==> src/rtl/reg_scoreboard.sv <==
// Register-file hazard scoreboard for decode: per-register in-flight write
// counters, issue gating on source hazards and counter saturation, flush,
// sticky retire-underflow flag and a saturating stall-cycle counter.
module reg_scoreboard #(
  parameter int unsigned CNT_W   = 2,
  parameter int unsigned STALL_W = 16
) (
  input  logic               clock,
  input  logic               reset,
  input  logic               issueValid,
  output logic               issueReady,
  input  logic [3:0]         srcA,
  input  logic [3:0]         srcB,
  input  logic [3:0]         dstE,
  input  logic [3:0]         dstM,
  input  logic               retireE,
  input  logic [3:0]         retireRegE,
  input  logic               retireM,
  input  logic [3:0]         retireRegM,
  input  logic               flush,
  output logic [14:0]        busyMask,
  output logic               stall,
  output logic [STALL_W-1:0] stallCycles,
  output logic               retireError
);

  localparam int unsigned NREG  = 15;
  // Two extra bits hold cnt + 2 without overflow when checking saturation.
  localparam int unsigned SUM_W = CNT_W + 2;
  localparam logic [SUM_W-1:0] CNT_MAX = SUM_W'((1 << CNT_W) - 1);

  logic [CNT_W-1:0] cnt_q      [NREG];
  logic [CNT_W-1:0] cnt_d      [NREG];
  logic [1:0]       issue_inc  [NREG];
  logic [1:0]       retire_dec [NREG];
  logic [SUM_W-1:0] sat_sum    [NREG];
  logic [SUM_W-1:0] net_sum    [NREG];
  logic             hazard;
  logic             sat;
  logic             issue_fire;
  logic             underflow;

  // Decode per-register increments/decrements and derive hazard and saturation.
  // ID 4'hF never matches any register index, so it is naturally a no-op.
  always_comb begin
    hazard = 1'b0;
    sat    = 1'b0;
    for (int unsigned r = 0; r < NREG; r++) begin
      issue_inc[r]  = {1'b0, dstE == 4'(r)} + {1'b0, dstM == 4'(r)};
      retire_dec[r] = {1'b0, retireE && (retireRegE == 4'(r))}
                    + {1'b0, retireM && (retireRegM == 4'(r))};
      sat_sum[r]    = SUM_W'(cnt_q[r]) + SUM_W'(issue_inc[r]);
      if (cnt_q[r] != '0 && (srcA == 4'(r) || srcB == 4'(r))) begin
        hazard = 1'b1;
      end
      if (sat_sum[r] > CNT_MAX) begin
        sat = 1'b1;
      end
    end
  end

  // Issue gating uses current counter state only; same-cycle retires do not bypass.
  always_comb begin
    issueReady = !hazard && !sat && !flush;
    issue_fire = issueValid && issueReady;
    stall      = issueValid && !issueReady;
  end

  // Next counter values: net of issue and retire, clamped at zero on underflow.
  always_comb begin
    underflow = 1'b0;
    for (int unsigned r = 0; r < NREG; r++) begin
      net_sum[r] = SUM_W'(cnt_q[r]) + (issue_fire ? SUM_W'(issue_inc[r]) : '0);
      if (flush) begin
        cnt_d[r] = '0;
      end else if (net_sum[r] < SUM_W'(retire_dec[r])) begin
        cnt_d[r]  = '0;
        underflow = 1'b1;
      end else begin
        // A fired issue never exceeds CNT_MAX, so truncation is lossless.
        cnt_d[r] = CNT_W'(net_sum[r] - SUM_W'(retire_dec[r]));
      end
    end
  end

  // Busy mask is a pure decode of registered counters.
  always_comb begin
    for (int unsigned r = 0; r < NREG; r++) begin
      busyMask[r] = (cnt_q[r] != '0);
    end
  end

  // Counter, stall-cycle and sticky error state.
  always_ff @(posedge clock or posedge reset) begin
    if (reset) begin
      for (int unsigned r = 0; r < NREG; r++) begin
        cnt_q[r] <= '0;
      end
      stallCycles <= '0;
      retireError <= 1'b0;
    end else begin
      for (int unsigned r = 0; r < NREG; r++) begin
        cnt_q[r] <= cnt_d[r];
      end
      if (stall && (stallCycles != '1)) begin
        stallCycles <= stallCycles + STALL_W'(1);
      end
      if (underflow) begin
        retireError <= 1'b1;
      end
    end
  end

endmodule

==> config.mk <==
export PLATFORM = sky130hd
export DESIGN_NAME = reg_scoreboard
export DESIGN_NICKNAME = d
export VERILOG_FILES = /design/src/rtl/reg_scoreboard.sv
export SDC_FILE = /design/constraint.sdc
export NUM_CORES = 1
export LEC_CHECK = 0
export ABC_AREA = 1
export BUFFER_PORTS_ARGS = -buffer_cell sky130_fd_sc_hd__buf_2
export CORE_UTILIZATION = 25
export CTS_CLUSTER_SIZE = 20
export DETAILED_ROUTE_END_ITERATION = 8
export GPL_ROUTABILITY_DRIVEN = 0
export PLACE_DENSITY = 0.51
export SLEW_MARGIN = 20
export SYNTH_ARGS = -nofsm -noshare
export SYNTH_HDL_FRONTEND = slang
export SYNTH_SLANG_ARGS = --single-unit
export TNS_END_PERCENT = 10
==> constraint.sdc <==
create_clock -name clock -period 7.2 [get_ports clock]
set_input_delay 0 -clock clock [delete_from_list [all_inputs] [get_ports clock]]
set_output_delay 0 -clock clock [all_outputs]
set_load 0.02 [all_outputs]
==> reports/metrics.csv, run 1 <==
metric,value,unit
seqPwrFrac,0.369,
cpPeakStageDelay,0.48,ns
cts_tree,yes,
clk_path_buf_depth,2,
clockRootBuffer,clkbuf_16,
clk_pin_slew,0.07,ns
worstSetupPathType,flop to flop,
internal_power,543,uW
cp.arrival,4.51,ns
dr_total_vias,4741,
skew,0.00829,ns
cellPowerDensity,142,nW/um2
synth_async_sr_flop_share,1.00,
antenna_found_initial,0,
sw_frac_of_total,0.367,
path_cells,"ha_1, nor2_2, nand2_1, nor2_1, nand2_1, nor2_1, nand2_1, nor2_1, nand2_4, nor2_4, inv_2, nor2_2, ha_1, inv_1, fa_1, inv_1, ha_1, inv_1, o21ai_0, nor2_1, nor4_1, nand2_1, o21ai_0, nand2_1",
io_pins,64,
drt-total-wl,15200,um
power_frac_comb,0.292,
power_switching,315,uW
track_usage,0.147,
worstMarginPinSlew,0.657,ns
grt_first_pass_wirelength,24600,um
grt_pass1_vias,4696,
port_buffers,63,
syn_inst,740,
fin_setup_tns,0,ns
wl_per_cell,14.2,um
clock_power_share,0.339,
rsz0062_at_grt,false,
hold_ws,0.142,ns
crit_fanout,27,
dpl.hpwl,12700,um
synth_top_area_share,0.223,
ys_seq_area_frac,0.223,
globalRouteOverflowTotal,0,
antenna_cells,0,
period_share,0.599,
drt_iter0_markers,237,
total_power,858,uW
finalSetupViolCount,0,
post_cts_buffers,0,
grt_start_max_net_pins,48,
area_delta_synth_final,14.5,%
ys.flop_type,dfrtp_1,
setup.worst_path.start_class,flop,
critPathMostFrequentCell,nand2_1,
finalMaxSlewViolations,0,
drtAntennaViolNets,0,
clk_latency,0.30,ns
critPathSlowestCell,fa_1,
min_period,4.31,ns
core,20400,um2
fp.dieW,147,um
finalNetCount,937,
synth_fp_nets,876,
cap_violations,0,
synth.most_common_cell,nand2_1,
yosys-top-cells-area,"dfrtp_1 22%, ha_1 22%, nand2_1 10%",
syn-cell-area,5270,um2
p_leak,0.00343,uW
ir_drop,115,uV
synth_cell_types,31,
crit_path_end_kind,flop,
synth_edf_count,0,
drtPass1Iterations,4,
hold_path_class,input port to flop,
crit_required,7.40,ns
fmaxAchievable,232,MHz
yosys_warnings,0,
htreeDepth,2,
synth_top_cells_by_count,"146 x nand2_1, 129 x inv_1, 125 x nor2_1",
yosys_register_bits,47,
rows,52,
cts_made_buffers,5,
dieArea,21700,um2
hold_violations,0,
die_h,147,um
drive_above_1_share,0.131,
vias_per_cell,4.42,
drt_drc_violations_left,0,
status,finished clean,
synth_area_per_cell,7.13,um2
cts_sinks,47,
slew_headroom,0.562,
yosysTopAreaCell,dfrtp_1,
initial_core_util,0.258,
-- final cells by class --
class | count | area (um2)
Timing Repair Buffer | 65 | 333
Tap cell | 270 | 338
Clock inverter | 2 | 38.8
Sequential cell | 47 | 1180
Fill cell | 2251 | 14400
Clock buffer | 6 | 139
Multi-Input combinational cell | 551 | 3520
Inverter | 131 | 492
-- stage by stage --
step	cell area [um2]	std cells	util	worst slack [ns]
floorplan	5270	740	-	3.68
global placement	5850	1063	0.286	2.70
detailed placement	5850	1063	0.286	2.66
CTS	6040	1072	0.296	2.81
global route	6040	1072	0.296	2.37
finish	6040	1072	0.296	2.89
-- flip-flops by register name (all words and copies together) (netlist names) --
signal	cells
cnt_q	30
stallCycles	16
retireError	1
-- cells in the final DEF (no fill, tap or decap), types with 2 or more instances in the layout --
cell | netlist | final
xnor2_1 | 3 | 3
inv_1 | 129 | 128
xor2_1 | 11 | 11
dfrtp_1 | 47 | 47
nand4_1 | 21 | 21
or2_2 | 14 | 14
o21ai_0 | 22 | 22
nand2_1 | 146 | 146
nor4_1 | 3 | 3
clkbuf_16 | 0 | 5
nor3_1 | 33 | 33
nor2_2 | 11 | 11
inv_2 | 2 | 3
buf_2 | 2 | 63
nor2_1 | 125 | 125
ha_1 | 91 | 91
nand3_1 | 30 | 30
nor2_4 | 2 | 2
a211oi_1 | 15 | 15
fa_1 | 15 | 15
-- power groups by stage --
stage,Sequential (uW),Combinational (uW),Clock [uW]
3_3_place_gp,323,248,0
3_5_place_dp,322,251,0
2_1_floorplan,326,159,0
5_1_grt,322,283,308
4_1_cts,317,253,297
6_report,317,250,291
-- worst max-delay path, delay by kind of cell, from the launching register on --
kind / cells / cell delay, ns
compound gates: 2 / 0.30
fa+ha+maj: 4 / 1.11
buf+inv: 4 / 0.35
flops: 1 / 0.42
simple gates: 14 / 2.01
-- path summary, 6_finish.rpt --
kind / to / slack (ns) / startpoint / depth (start not counted)
worst max-delay path: retireError$_DFFE_PP0P_ / 2.89 / cnt_q[19]$_DFF_PP0_ / 24
worst min-delay path: stallCycles[3]$_DFFE_PP0P_ / 0.14 / issueValid / 3
worst max register to register: retireError$_DFFE_PP0P_ / 2.89 / cnt_q[19]$_DFF_PP0_ / 24
worst min register to register: stallCycles[12]$_DFFE_PP0P_ / 0.53 / stallCycles[12]$_DFFE_PP0P_ / 2
max in group asynchronous: cnt_q[13]$_DFF_PP0_ / 6.35 / reset / 4
min in group asynchronous: cnt_q[22]$_DFF_PP0_ / 0.42 / reset / 4
-- what timing repair did --
item                                   in CTS  in global routing
endpoints found under the hold margin      47                  0
gates resized for setup                     0                  0
hold buffers                                1                  0
-- logic make-up after synthesis --
group                    Yosys count  synth area share
AO/OA/AOI/OAI                     39            0.0441
XOR/XNOR                          14            0.0233
flip-flops                        47             0.223
AND/OR/NAND/NOR                  392             0.328
buffers and inverters            142             0.109
adder cells (fa/ha/maj)          106             0.273
-- layer usage --
metal,global-route usage,share of wire
met3,0.0258,0.048
met4,0.0392,0.017
met2,0.224,0.42
met1,0.212,0.52
met5,0,0
(Power assumes the default switching activity.)
==> run 2: changes to the inputs <==
ABC_AREA = 0   (was 1)
PLACE_DENSITY = 0.52   (was 0.51)
clock period = 3.86 ns   (was 7.2 ns; I/O delays follow)
==> reports/metrics.csv, run 2 <==
metric,value,unit,change
initial_core_util,0.256,,-0.00209
synth.most_common_cell,ha_1,,
drtPass1Iterations,4,,unchanged
final_common_cell,buf_4,,
dpl.hpwl,12900,um,+1.9%
slew_headroom,0.529,,-0.0325
syn_inst,573,,-23%
cts_made_buffers,5,,unchanged
port_buffers,63,,unchanged
worstMarginPinSlew,0.700,ns,+0.0423 ns
worstSetupPathType,flop to flop,,
dp_cells,976,,-8.2%
rsz0062_at_grt,true,,
rrSetupSlack,-0.37,ns,-3.26 ns
violations,setup timing,,
synth_cell_types,38,,+23%
regArea,1180,um2,+0.11%
ys_seq_area_frac,0.235,,+0.0122
cellPowerDensity,234,nW/um2,+65%
cap_violations,0,,unchanged
io_pins,64,,unchanged
p_leak,0.00357,uW,+4.1%
vias_per_cell,4.75,,+7.5%
crit_path_end_kind,flop,,
finalSetupViolCount,8,,+8
antenna_cells,0,,unchanged
period_share,1.10,,+0.497
fillCellCount,2063,,-8.4%
synth_area_per_cell,8.72,um2,+22%
min_period,4.23,ns,-0.0819 ns
grt_pass1_vias,4473,,-4.7%
drt_iter0_markers,279,,+18%
grt_first_pass_wirelength,23800,um,-3.1%
met2WireLength,7500,um,+17%
fmaxAchievable,236,MHz,+1.9%
grt_start_max_net_pins,48,,unchanged
ir_drop,136,uV,+18%
drtAntennaViolNets,0,,unchanged
wl_per_cell,15.8,um,+11%
clk_path_buf_depth,2,,unchanged
cts_tree,yes,,
ys.flop_type,dfrtp_1,,
core,19500,um2,-4.4%
multiInputGateArea,3940,um2,+12%
dr_wl_met3,494,um,-33%
finalMaxSlewViolations,0,,unchanged
synth_top_area_share,0.235,,+0.0122
synth_top_cells_by_count,"91 x ha_1, 51 x nor2_1, 51 x nor3_1",,
final_cell_mix,"101 x buf_4, 79 x ha_1, 63 x buf_2",,
clk_latency,0.30,ns,about the same
synth_fp_nets,709,,-19%
finalWorstSetupSlack,-0.369,ns,-3.26 ns
synth_edf_count,0,,unchanged
yosys-top-cells-area,"dfrtp_1 24%, ha_1 23%, fa_1 6.0%",,
reg.largest.list,"cnt_q: 30 flops, stallCycles: 16 flops, retireError: 1 flops",,
finalNetCount,866,,-7.6%
cts_sinks,47,,unchanged
track_usage,0.155,,+0.00772
clk_pin_slew,0.07,ns,about the same
drt-total-wl,15700,um,+3.2%
area_delta_synth_final,38.0,%,
finish.utilization,0.353,,+0.0577
finalNonFillerCells,996,,-7.1%
die_h,143,um,-2.6%
htreeDepth,2,,unchanged
hold_path_class,input port to flop,,
drt_drc_violations_left,0,,unchanged
syn-cell-area,5000,um2,-5.2%
hold_violations,0,,unchanged
antenna_found_initial,0,,unchanged
top_layer_used,met4,,
crit_fanout,4,,-85%
largest_register,cnt_q,,
clockRootBuffer,clkbuf_16,,
fp.dieW,143,um,-2.6%
setup.worst_path.start_class,flop,,
globalRouteOverflowTotal,0,,unchanged
wl_met1,7490,um,-4.7%
largest_reg_flops,30,,unchanged
crit_required,4.05,ns,-3.35 ns
yosys_register_bits,47,,unchanged
skew,0.00822,ns,-0.0000778 ns
drive_above_1_share,0.347,,+0.217
yosysTopAreaCell,dfrtp_1,,
dr_total_vias,4735,,-0.13%
rows,51,,-1.9%
cp.arrival,4.42,ns,-0.09 ns
status,"complete, but fails checks",,
dieArea,20600,um2,-5.1%
yosys_warnings,0,,unchanged
synth_async_sr_flop_share,1.00,,unchanged
[run 2: cell count changes in the layout (fill, tap and decap cells not counted), sizes merged, moves of 13 or more]
cell / before / now
buf: 64 / 168
a211oi: 15 / 1
nor4: 3 / 33
nor2: 138 / 51
inv: 132 / 45
nand2: 147 / 18
nor2b: 0 / 31
and3: 1 / 29
nor3: 33 / 52
nand2b: 0 / 13
[run 2: path summary, 6_finish.rpt]
path / from / to / cells past startpoint
max: cnt_q[19]$_DFF_PP0_ / retireError$_DFFE_PP0P_ / 19
min: flush / cnt_q[10]$_DFF_PP0_ / 3
max reg2reg: cnt_q[19]$_DFF_PP0_ / retireError$_DFFE_PP0P_ / 19
min reg2reg: stallCycles[5]$_DFFE_PP0P_ / stallCycles[5]$_DFFE_PP0P_ / 1
max in group asynchronous: reset / cnt_q[11]$_DFF_PP0_ / 4
min in group asynchronous: reset / stallCycles[13]$_DFFE_PP0P_ / 4
[run 2: logic make-up after synthesis]
kind of cell / share of synthesized area
adders and majority gates: 0.288
DFF: 0.235
AOI/OAI and AO/OA: 0.0220
xor gates and xnor gates: 0.0245
muxes: 0.00451
and+or+nand+nor: 0.374
buffers and inverters: 0.0516
[run 2: final cells by class]
class / instances / area share
sequential: 47 / 0.171
clock inverter: 3 / 0.00272
clock buffer: 5 / 0.0181
inverter: 44 / 0.0239
multi-input combinational: 462 / 0.571
tap: 265 / 0.0481
timing repair buffer: 170 / 0.166
[run 2: repair_timing]
action | 4_1_cts | 5_1_grt
pin swaps | 14 | 18
endpoints found under the hold margin | 47 | 0
setup buffers | 2 | 9
hold buffers | 1 | 0
setup endpoints to repair | 11 | 30
gates resized for setup | 24 | 47
cloned | 0 | 1
[run 2: where the power goes]
group | internal [uW] | switching [uW]
sequential | 537 | 48.2
combinational | 263 | 325
clock | 241 | 202
[run 2: critical path, cell delays in order (launching register included)]
cell,delay (ns)
dfrtp_1,0.44
ha_2,0.22
nor4_2,0.29
nand2_1,0.10
nor4_2,0.27
nand3_1,0.15
nor3_4,0.32
buf_6,0.16
and2_4,0.14
buf_4,0.12
nand2_1,0.08
fa_1,0.52
inv_2,0.05
ha_4,0.26
nor2b_4,0.15
nor3b_2,0.06
buf_4,0.15
nor4_4,0.28
a41oi_2,0.13
or2_4,0.23
[run 2: routing by layer]
layer / global-route usage / up-vias
li1: - / 2383
met1: 0.211 / 2269
met2: 0.254 / 71
met3: 0.0177 / 12
met4: 0.0470 / 0
met5: 0 / -
[run 2: per-stage QoR]
step | cell area, um2 | total power, uW | setup WS (ns) | setup TNS (ns) | hold slack, ns
6_report | 6900 | 1620 | -0.369 | -0.925 | 0.335
5_1_grt | 6900 | 1710 | -0.564 | -4.64 | 0.367
4_1_cts | 6570 | 1600 | -0.282 | -0.282 | 0.334
3_5_place_dp | 6300 | 1120 | -0.715 | -5.92 | 0.221
3_3_place_gp | 6300 | 1120 | -0.597 | -3.76 | 0.222
2_1_floorplan | 5020 | 873 | 0.000314 | 0 | 0.262
==> run 3: changes to the inputs <==
BUFFER_PORTS_ARGS = -buffer_cell sky130_fd_sc_hd__clkbuf_2   (was -buffer_cell sky130_fd_sc_hd__buf_2)
==> reports/metrics.csv, run 3 (synthesis gave the netlist of run 2 again) <==
metric,value,unit,change
setup.worst_path.start_class,flop,,
initial_core_util,0.256,,unchanged
area_delta_synth_final,37.8,%,
cts_made_buffers,5,,unchanged
io_pins,64,,unchanged
ir_drop,181,uV,+33%
crit_required,4.05,ns,about the same
largest_register,cnt_q,,
clk_pin_slew,0.07,ns,about the same
cellPowerDensity,234,nW/um2,about the same
dpl.hpwl,12900,um,+0.11%
slew_headroom,0.517,,-0.0124
multiInputGateArea,3930,um2,-0.25%
htreeDepth,2,,unchanged
clockRootBuffer,clkbuf_16,,
hold_ws,0.362,ns,+0.0270 ns
die_h,143,um,unchanged
fp.dieW,143,um,unchanged
total_power,1610,uW,-0.24%
cp.arrival,4.33,ns,-0.09 ns
grt_pass1_vias,4420,,-1.2%
antenna_found_initial,0,,unchanged
grt_start_max_net_pins,48,,unchanged
clk_latency,0.29,ns,about the same
fmaxAchievable,241,MHz,+2.0%
finalWorstSetupSlack,-0.288,ns,+0.0811 ns
largest_reg_flops,30,,unchanged
crit_path_end_kind,flop,,
finalNetCount,865,,-0.12%
rsz0062_at_grt,true,,
cts_tree,yes,,
wl_per_cell,15.7,um,-0.48%
place_ws,-0.604,ns,+0.111 ns
port_buffers,63,,unchanged
clk_path_buf_depth,2,,unchanged
drtPass1Iterations,4,,unchanged
core,19500,um2,unchanged
drive_above_1_share,0.351,,+0.00370
grt_first_pass_wirelength,23600,um,-0.93%
reg.largest.list,"cnt_q: 30 flops, stallCycles: 16 flops, retireError: 1 flops",,
hold_path_class,input port to flop,,
hold_violations,0,,unchanged
worstSetupPathType,flop to flop,,
status,"complete, but fails checks",,
min_period,4.15,ns,-0.0811 ns
globalRouteOverflowTotal,0,,unchanged
vias_per_cell,4.69,,-1.4%
p_leak,0.00354,uW,-0.82%
cts_sinks,47,,unchanged
rows,51,,unchanged
worstMarginPinSlew,0.718,ns,+0.0184 ns
final_cell_mix,"99 x buf_4, 77 x ha_1, 63 x clkbuf_2",,
cap_violations,0,,unchanged
antenna_cells,0,,unchanged
crit_fanout,4,,unchanged
final_common_cell,buf_4,,
finalSetupViolCount,2,,-6
drtAntennaViolNets,0,,unchanged
drt_drc_violations_left,0,,unchanged
dr_total_vias,4659,,-1.6%
skew,0.00838,ns,+0.000167 ns
dieArea,20600,um2,unchanged
violations,setup timing,,
finalMaxSlewViolations,0,,unchanged
period_share,1.07,,-0.0210
regArea,1180,um2,unchanged
fillCellCount,2066,,+0.15%
track_usage,0.154,,-0.000408
drt-total-wl,15600,um,-0.68%
drt_iter0_markers,269,,-3.6%
## run 3: changes by cell type in the layout (fill, tap and decap cells not counted), sizes merged
cell	previous run	this run
buf	168	105
clkinv	2	1
inv	45	44
clkbuf	6	69
## run 3: routing by layer
layer	up-vias	part of all wire	GRT usage
li1	2380	-	-
met1	2185	0.48	0.212
met2	81	0.47	0.252
met3	13	0.036	0.0170
met4	0	0.017	0.0493
met5	-	0	0
## run 3: path summary, 6_finish.rpt
check	endpoint	slack (ns)	from	cells after the start
max reg2reg	retireError$_DFFE_PP0P_	-0.29	cnt_q[1]$_DFF_PP0_	19
min in group asynchronous	stallCycles[13]$_DFFE_PP0P_	0.41	reset	4
max	retireError$_DFFE_PP0P_	-0.29	cnt_q[1]$_DFF_PP0_	19
max in group asynchronous	cnt_q[19]$_DFF_PP0_	2.98	reset	4
min	cnt_q[18]$_DFF_PP0_	0.36	flush	3
min reg2reg	stallCycles[13]$_DFFE_PP0P_	0.49	stallCycles[13]$_DFFE_PP0P_	1
## run 3: metrics by stage
| stage | util | area (um2) | instances | TNS [ns] |
|---|---|---|---|---|
| global route | 0.353 | 6890 | 994 | -1.15 |
| global placement | 0.322 | 6280 | 974 | -4.59 |
| CTS | 0.338 | 6600 | 985 | -0.350 |
| floorplan | - | 5020 | 573 | 0 |
| finish | 0.353 | 6890 | 994 | -0.300 |
| detailed placement | 0.322 | 6280 | 974 | -4.84 |
## run 3: critical path: stages (launching register included)
cell and delay [ns]:
dfrtp_1 0.44, or2_2 0.36, o21ai_1 0.10, nand4_1 0.15, or3_4 0.41, nor3_4 0.20, buf_6 0.15, buf_4 0.11
and2_4 0.15, nand2_2 0.08, fa_1 0.52, inv_2 0.05, ha_4 0.26, nor2b_4 0.14, nor3b_1 0.05, buf_4 0.13
nor4_2 0.23, buf_4 0.16, a41oi_2 0.11, or2_4 0.24
## run 3: repair_timing
action                                  in CTS  in global routing
gates resized for setup                     31                 44
cloned                                       0                  1
buffers inserted                             3                  8
hold buffers                                 1                  0
hold endpoints to repair                    47                  0
pin swaps                                   16                 18
endpoints found under the setup margin      10                 28
## run 3: cell type report
type	count	share of cell area
multi-input cells	462	0.570
flip-flops and latches	47	0.171
repair buffers	169	0.166
well taps	265	0.0481
inverters	44	0.0240
clock buffers	6	0.0202
clock inverters	1	0.000727
## run 3: report_power, final
group	total, uW	internal, uW	leakage, uW	switching [uW]
Combinational	577	255	0.00284	322
Clock	448	254	0.0000727	194
Sequential	588	537	0.000624	50.1
Total	1610	1050	0.00354	567
